==> src/rtl/ab_feeder_checker_pkg.sv <==
// Shared definitions for the operand feeder / result checker.
// Holds the state encoding, the LFSR step and a saturating counter helper.
package ab_feeder_checker_pkg;

  localparam logic [2:0] S_IDLE    = 3'd0;
  localparam logic [2:0] S_START_P = 3'd1;
  localparam logic [2:0] S_FEED    = 3'd2;
  localparam logic [2:0] S_DRAIN   = 3'd3;
  localparam logic [2:0] S_DONE    = 3'd4;
  localparam logic [2:0] S_FAIL    = 3'd5;

  localparam logic [15:0] LFSR_TAPS = 16'hB400;
  localparam logic [15:0] CNT_MAX   = 16'hFFFF;

  // Galois right-shift step; tx and chk generators must use the same one.
  function automatic logic [15:0] lfsr_step(input logic [15:0] s);
    return (s >> 1) ^ (s[0] ? LFSR_TAPS : 16'h0000);
  endfunction

  function automatic logic [15:0] sat_inc(input logic [15:0] v);
    return (v == CNT_MAX) ? v : v + 16'd1;
  endfunction

endpackage

==> src/rtl/ab_feeder_checker_lfsr16.sv <==
// 16-bit Galois LFSR with synchronous reload; load has priority over step.
module lfsr16
  import ab_feeder_checker_pkg::*;
#(
  parameter logic [15:0] RESET_VAL = 16'hACE1
) (
  input  logic        CLK,
  input  logic        RST,
  input  logic        load,
  input  logic [15:0] load_val,
  input  logic        step,
  output logic [15:0] q
);

  always_ff @(posedge CLK) begin
    if (RST) begin
      q <= RESET_VAL;
    end else if (load) begin
      q <= load_val;
    end else if (step) begin
      q <= lfsr_step(q);
    end
  end

endmodule

==> config.mk <==
export PLATFORM = sky130hd
export DESIGN_NAME = lfsr16
export DESIGN_NICKNAME = d
export VERILOG_FILES = /design/src/rtl/ab_feeder_checker_pkg.sv /design/src/rtl/ab_feeder_checker_lfsr16.sv
export SDC_FILE = /design/constraint.sdc
export NUM_CORES = 1
export LEC_CHECK = 0
export CAP_MARGIN = 20
export CORE_MARGIN = 4
export CORE_UTILIZATION = 43
export CTS_CLUSTER_DIAMETER = 50
export CTS_CLUSTER_SIZE = 20
export DETAILED_ROUTE_END_ITERATION = 10
export PLACE_DENSITY = 0.78
export SLEW_MARGIN = 40
export SYNTH_ARGS = -nofsm -noshare
export SYNTH_HDL_FRONTEND = slang
export SYNTH_SLANG_ARGS = --single-unit
==> constraint.sdc <==
create_clock -name CLK -period 1.9 [get_ports CLK]
set_input_delay 0.38 -clock CLK [delete_from_list [all_inputs] [get_ports CLK]]
set_output_delay 0.38 -clock CLK [all_outputs]
set_load 0.01 [all_outputs]
==> metrics.txt, run 1 <==
status=complete, no violations; Pre-Repair DR Iteration Count=4; clock share of power=28.1%; LEAKAGE=0.471 nW; Post-Route WL=1.92 mm; dpl hpwl=1.47 mm; DR WL/cell=13.9 um; num rows=15; final setup fails=0; Worst Hold Class=register to register; worst r2r path cells=2; Power Total=0.000811 W; starting density of the core=45.6%; Tmin final=1.74 ns; Synth Area per Inst=10.3 sq um; Most used DFF post-synth=dfxtp_1; CTS buffer count=3; Commonest cells post-synth=16 x dfxtp_1, 13 x mux2i_1, 9 x a211oi_1, 8 x nor3b_1, 7 x nor2b_1; Max Slew Vio Count=0; asr flop ratio synth=0%; Yosys cell types=20; EDFF count, synth=0; Clk Latency, worst-skew pair=0.29 ns; RSZ-0062 raised after global routing=false; H-tree depth=1; min-delay src=q[5]; Critical path buffers and inverters=1; Reg clk slew, reported paths=0.09 ns; CP Launch Point=q[0]; Hold Fails Final Rpt=0; fin area=1200 sq um; Levels on crit path=1; Routed Antenna Nets=0; fmax=575 MHz; layout cells sized above 1=7.96%; Layout area overhead=50.5%; Comb pwr share=24.4%; family with the most delay on the worst path=buffers and inverters; post-synthesis cell area=796 sq um; final routed DRC violation total=0; CP max-delay cell=clkdlybuf4s50_1; Tot GR Track Use=16.3%; Slew HR=74.9%; Largest Register=q; clock sink count=16; core area=1750 sq um; Sw Share=25.6%; vias per inst=5.04; floorplan die height=51.0 um; #FFs+latches synth=16; Worst Path Arrival=1.36 ns; sequential share of the synthesized area=40.3%; cells after synthesis=77; vias in the first global route=723; Regs by FF count=q: 16 flops; clock root cell=clkbuf_4; FF-to-FF Start=q[0]; drt initial violations=7; PortBufs=35; cell accounting for the most synthesized area=dfxtp_1; Internal Pwr Total=0.000604 W; io pins=36; max-cap viol count=0; Antenna diodes=0; Crit Path Class=register to output port; Final Core Density=68.6%; post-route setup TNS=0 ns; Area after DPL=1160 sq um; sequential share of power=47.5%; routability congestion estimate=0.759; Synthesized Nets=97; number of flip-flops in the largest register=16; crit start category=register; die area=2600 sq um; global-route wire length before repair=3.21 mm; post-synth top area share=40.3%; largest net degree at the start of global routing=23; hold_buf cts=0; Setup Fix Bufs, Post-CTS=0; cts repair resizes=0; vias=696; clk buf depth=2; most numerous cell in the Yosys netlist=dfxtp_1; Synthesis Warnings=0; clock skew=0.00338 ns; worst vdd ir=0.000530 V; Crit. End Element=output port; gr ovfl total=0; Worst EP required=1.52 ns; pwr dens=677 nW/um^2; CP peak stage delay=0.59 ns; Die Width=51.0 um; TritonCTS clock tree=built; Cell Chain, Critical Path=clkdlybuf4s50_1; ranking of synthesized cells by area=dfxtp_1 40%, mux2i_1 16%, a211oi_1 8.5%; P_sw=0.000208 W; Final Cycle Share=91.5%; initial antenna violation count=0; Crit Path Max Fanout=6; hold path depth=2; Nets=134; Worst-Margin Slew=0.375 ns
## path summary, 6_finish.rpt
kind | end | slack (ns)
setup reg to reg | q[12] | 0.92
hold / removal | q[5] | 0.57
hold reg to reg | q[5] | 0.57
setup / recovery | q[0] | 0.16
## cells in the final DEF (no fill, tap or decap)
cell type and count:
a211o_1 1, a211oi_1 9, a21oi_1 6, and3b_1 1, buf_12 1, buf_4 3, clkbuf_4 3, clkbuf_8 1
clkdlybuf4s50_1 35, dfxtp_1 16, inv_1 1, mux2i_1 13, nor2_1 1, nor2b_1 7, nor3b_1 8, nor3b_2 1
nor4_1 2, nor4b_1 1, xnor2_1 2, xor2_1 1
## power groups by stage
stage	Sequential, W	Clock [W]	Combinational (W)
6_report	0.000385	0.000228	0.000198
3_5_place_dp	0.000393	0	0.000199
3_3_place_gp	0.000393	0	0.000197
4_1_cts	0.000386	0.000236	0.000200
5_1_grt	0.000389	0.000253	0.000213
2_1_floorplan	0.000400	0	0.0000854
## per-stage QoR
step | setup slack [ns] | hold WS [ns] | instances
6_report | 0.162 | 0.568 | 138
4_1_cts | 0.154 | 0.572 | 138
3_3_place_gp | 0.305 | 0.544 | 134
2_1_floorplan | 0.857 | 0.532 | 77
5_1_grt | 0.104 | 0.606 | 138
3_5_place_dp | 0.314 | 0.551 | 134
## cell type report
type,count,area [sq um]
timing repair buffer,39,393
inverter,1,3.75
tap,25,31.3
fill,143,548
clock buffer,4,36.3
sequential,16,320
multi-input combinational,53,413
## logic make-up (layout without fill, tap and decap cells)
group	count (synthesis)	in the layout	synth area share, %
compound gates	16	16	13.4
mux	13	13	16.4
simple gates	21	21	18.9
xor+xnor	3	3	3.30
buf+inv	8	44	7.86
flops	16	16	40.3
## metal layers
metal / wire length (um) / up-vias / track usage (%)
li1: - / 356 / -
met1: 838 / 316 / 18.5
met4: 27 / 0 / 6.73
met5: 0 / - / 0
met3: 121 / 4 / 5.54
met2: 927 / 20 / 27.5
Note: power is estimated with default switching activity, not from simulation.
==> run 2, diff against run 1 <==
--- a/config.mk
+++ b/config.mk
@@ -5,13 +5,12 @@
 export SDC_FILE = /design/constraint.sdc
 export NUM_CORES = 1
 export LEC_CHECK = 0
-export CAP_MARGIN = 20
 export CORE_MARGIN = 4
-export CORE_UTILIZATION = 43
-export CTS_CLUSTER_DIAMETER = 50
+export CORE_UTILIZATION = 34
+export CTS_CLUSTER_DIAMETER = 200
 export CTS_CLUSTER_SIZE = 20
 export DETAILED_ROUTE_END_ITERATION = 10
-export PLACE_DENSITY = 0.78
+export PLACE_DENSITY = 0.64
 export SLEW_MARGIN = 40
 export SYNTH_ARGS = -nofsm -noshare
 export SYNTH_HDL_FRONTEND = slang
==> run 2 against run 1 <==
Effect of this change: non-clock buffer count increased by 2; largest cell class unchanged; worst setup slack better by 0.12 ns; highest routed layer unchanged; clock skew rose by 0.0011 ns.
==> metrics.txt, run 2 (synthesized netlist as in run 1, its figures left out) <==
cts repair resizes=0; die area=3180 sq um; status=complete, no violations; Critical path buffers and inverters=1; pre-CTS setup slack=0.205 ns; family with the most delay on the worst path=buffers and inverters; Area after DPL=1170 sq um; Antenna diodes=0; fmax=620 MHz; Final Non-Filler Cells=143; Worst-Margin Slew=0.416 ns; Max Slew Vio Count=0; Final Core Density=54.4%; crit start category=register; num rows=17; H-tree depth=1; fin area=1200 sq um; most common cell after layout, fill and taps aside=clkdlybuf4s50_1; worst vdd ir=0.000403 V; vias per inst=4.88; clk buf depth=2; Nets=136; Cell Chain, Critical Path=clkdlybuf4s50_1; Crit Path Class=register to output port; Clk Latency, worst-skew pair=0.29 ns; Tmin final=1.61 ns; drt initial violations=2; hold_buf cts=0; floorplan die height=56.4 um; TritonCTS clock tree=built; Final Cycle Share=84.9%; Tot GR Track Use=12.6%; Setup WS post-layout=0.287 ns; Pre-Repair DR Iteration Count=2; post-route setup TNS=0 ns; Largest Register=q; Crit. End Element=output port; gr ovfl total=0; DR WL/cell=13.4 um; RSZ-0062 raised after global routing=false; routability congestion estimate=0.697; Slew HR=72.2%; LEAKAGE=0.475 nW; global-route wire length before repair=3.19 mm; Reg clk slew, reported paths=0.10 ns; starting density of the core=36.0%; number of flip-flops in the largest register=16; initial antenna violation count=0; dpl hpwl=1.43 mm; commonest non-fill, non-tap cells in the layout=35 x clkdlybuf4s50_1, 16 x dfxtp_1, 13 x mux2i_1; Die Width=56.4 um; layout cells sized above 1=9.57%; clock skew=0.00444 ns; vias in the first global route=713; CTS buffer count=3; clock sink count=16; final routed DRC violation total=0; Hold Fails Final Rpt=0; Worst Hold Class=register to register; max-cap viol count=0; largest net degree at the start of global routing=23; PortBufs=35; CP peak stage delay=0.56 ns; Routed Antenna Nets=0; Worst Path Arrival=1.23 ns; Setup Fix Bufs, Post-CTS=0; dpl cells=139; Layout area overhead=51.3%; vias=698; clock root cell=clkbuf_4; Worst EP required=1.52 ns; final setup fails=0; Crit Path Max Fanout=3; fillers=225; CP max-delay cell=clkdlybuf4s50_1; io pins=36; Post-Route WL=1.92 mm; pwr dens=675 nW/um^2; Regs by FF count=q: 16 flops; core area=2210 sq um
==> run 2: through the flow <==
step                hold WS [ns]  total power (W)
floorplan                  0.532         0.000485
global placement           0.552         0.000592
detailed placement         0.554         0.000594
CTS                        0.571         0.000823
global route               0.607         0.000857
finish                     0.569         0.000812
==> run 2: cell type report <==
cell class | count | area, sq um | area share [%]
clock buffer | 4 | 36.3 | 3.01
sequential | 16 | 320 | 26.6
inverter | 1 | 3.75 | 0.312
timing repair buffer | 41 | 395 | 32.8
multi-input combinational | 53 | 413 | 34.3
tap | 28 | 35.0 | 2.91
==> run 2: where the power goes <==
group          leakage [nW]  internal (W)  switching [W]
combinational         0.321      0.000125      0.0000755
clock                0.0210      0.000117       0.000111
sequential            0.133      0.000362      0.0000213
total                 0.475      0.000604       0.000208
==> run 2: worst paths after layout <==
kind	slack, ns	startpoint	to	cells after the start
hold reg to reg	0.57	q[6]	q[6]	2
setup / recovery	0.29	q[15]	q[15]	1
hold / removal	0.57	q[6]	q[6]	2
setup reg to reg	0.90	q[0]	q[12]	3
==> run 2: per-layer routing <==
layer | global-route usage, % | routed length (um) | vias up
met4 | 6.10 | 26 | 0
li1 | - | - | 356
met3 | 3.45 | 112 | 4
met2 | 21.2 | 920 | 18
met1 | 14.7 | 863 | 320
met5 | 0 | 0 | -
==> run 3, diff against run 2 <==
--- a/config.mk
+++ b/config.mk
@@ -10,7 +10,7 @@
 export CTS_CLUSTER_DIAMETER = 200
 export CTS_CLUSTER_SIZE = 20
 export DETAILED_ROUTE_END_ITERATION = 10
-export PLACE_DENSITY = 0.64
+export PLACE_DENSITY = 0.66
 export SLEW_MARGIN = 40
 export SYNTH_ARGS = -nofsm -noshare
 export SYNTH_HDL_FRONTEND = slang
==> constraint.sdc (replaced) <==
create_clock -name CLK -period 1.38 [get_ports CLK]
set_input_delay 0.276 -clock CLK [delete_from_list [all_inputs] [get_ports CLK]]
set_output_delay 0.276 -clock CLK [all_outputs]
set_load 0.01 [all_outputs]
==> run 3 against run 2 <==
Effect of this change: non-clock buffer count is 2 higher; wire length rose by 4.3%; sequential power is 38% higher; critical endpoint is now q[11]; final area shrank 0.31%; largest power group unchanged; critical path depth unchanged; total power up 34%.
==> metrics.txt, run 3 (synthesized netlist as in run 1, its figures left out) <==
reg-to-reg endpoint=q[12]; min-delay src=q[12]; max-cap viol count=0; Worst-Margin Slew=0.343 ns; dpl hpwl=1.60 mm; core area=2210 sq um; Layout area overhead=50.8%; status=complete, no violations; starting density of the core=36.0%; initial antenna violation count=0; family with the most delay on the worst path=flip-flops; gr ovfl total=0; Pre-Repair DR Iteration Count=4; routability congestion estimate=0.733; Routed Antenna Nets=0; floorplan die height=56.4 um; global-route wire length before repair=3.23 mm; Antenna diodes=0; Worst Hold End=q[11]; vias=710; FF-to-FF Start=q[0]; CP max-delay cell=dfxtp_1; Hold Fails Final Rpt=0; Crit. End Element=output port; Critical path buffers and inverters=1; hold path depth=2; Setup Fix Bufs, Post-CTS=0; Regs by FF count=q: 16 flops; crit start category=register; Post-Route WL=2.00 mm; DR WL/cell=13.8 um; Cell Chain, Critical Path=dlygate4sd2_1; die area=3180 sq um; Crit Path Class=register to output port; worst vdd ir=0.000488 V; fillers=218; Nets=138; vias per inst=4.90; fin area=1200 sq um; Die Width=56.4 um; TritonCTS clock tree=built; number of flip-flops in the largest register=16; most common cell after layout, fill and taps aside=clkdlybuf4s50_1; Tot GR Track Use=13.1%; Max Slew Vio Count=0; reg-to-reg setup timing slack=0.38 ns; final setup fails=0; worst r2r path cells=3; CTS buffer count=3; clock sink count=16; RSZ-0062 raised after global routing=false; commonest non-fill, non-tap cells in the layout=19 x clkdlybuf4s50_1, 16 x dlygate4sd2_1, 15 x dfxtp_1; fmax=810 MHz; footprint of the multi-input gates=413 sq um; Largest Register=q; H-tree depth=1; clock root cell=clkbuf_4; Crit Path Max Fanout=3; Tmin final=1.23 ns; pwr dens=909 nW/um^2; Worst Path Arrival=0.96 ns; PortBufs=35; Power Total=0.00109 W; clk buf depth=2; num rows=17; Clk Latency, worst-skew pair=0.28 ns; layout cells sized above 1=12.0%; Area after DPL=1180 sq um; dpl cells=141; Final Non-Filler Cells=145; register area=322 sq um; hold_buf cts=0; CP peak stage delay=0.39 ns; cts repair resizes=17; Reg clk slew, reported paths=0.10 ns; Worst EP required=1.10 ns; Slew HR=77.0%; clock skew=0.00504 ns; Final Cycle Share=89.5%; drt initial violations=11; final routed DRC violation total=0; io pins=36; vias in the first global route=715; LEAKAGE=0.504 nW; Worst Hold Class=register to register; largest net degree at the start of global routing=13
[run 3: cell types whose count changed in the layout (fill, tap and decap cells not counted), sizes merged]
cell / delta
buf: +2
clkdlybuf4s50: -16
dlygate4sd2: +16
[run 3: through the flow]
step	setup WS, ns	TNS (ns)	util (%)	hold slack, ns
after floorplan	0.377	0	-	0.428
after global placement	-0.0857	-0.452	53.5	0.551
after detailed placement	-0.0784	-0.526	53.5	0.561
after CTS	0.127	0	54.2	0.575
after global routing	0.0807	0	54.2	0.573
final	0.145	0	54.2	0.575
[run 3: final cells by class]
class	instances	share of cell area, %
multi-input cells	53	34.4
repair buffers	43	32.5
flip-flops and latches	16	26.8
clock buffers	4	3.02
well taps	28	2.92
inverters	1	0.313
[run 3: worst max-delay path by stage]
stage               slack (ns)  depth (start not counted)   from     to
floorplan                 0.38                          3   q[0]  q[12]
global placement         -0.09                          4   step   q[0]
detailed placement       -0.08                          4    RST  q[10]
CTS                       0.13                          1  q[11]  q[11]
global route              0.08                          1  q[11]  q[11]
finish                    0.15                          1  q[11]  q[11]
[run 3: layer usage]
layer / GRT usage (%) / wire, um
met1: 15.9 / 890
met2: 21.0 / 983
met5: 0 / 0
met4: 6.10 / 20
met3: 4.14 / 109
[run 3: tightest hold or removal path, cell delays in order (launching register included)]
cell and delay, ns:
dfxtp_1 0.34, mux2i_1 0.12, a21oi_1 0.07
[run 3: power by group]
| group | leakage [nW] | switching (W) | total (W) | internal (W) |
|---|---|---|---|---|
| clock network | 0.0210 | 0.000145 | 0.000305 | 0.000160 |
| logic | 0.350 | 0.000106 | 0.000257 | 0.000151 |
| registers | 0.133 | 0.0000297 | 0.000529 | 0.000499 |
| total | 0.504 | 0.000280 | 0.00109 | 0.000811 |
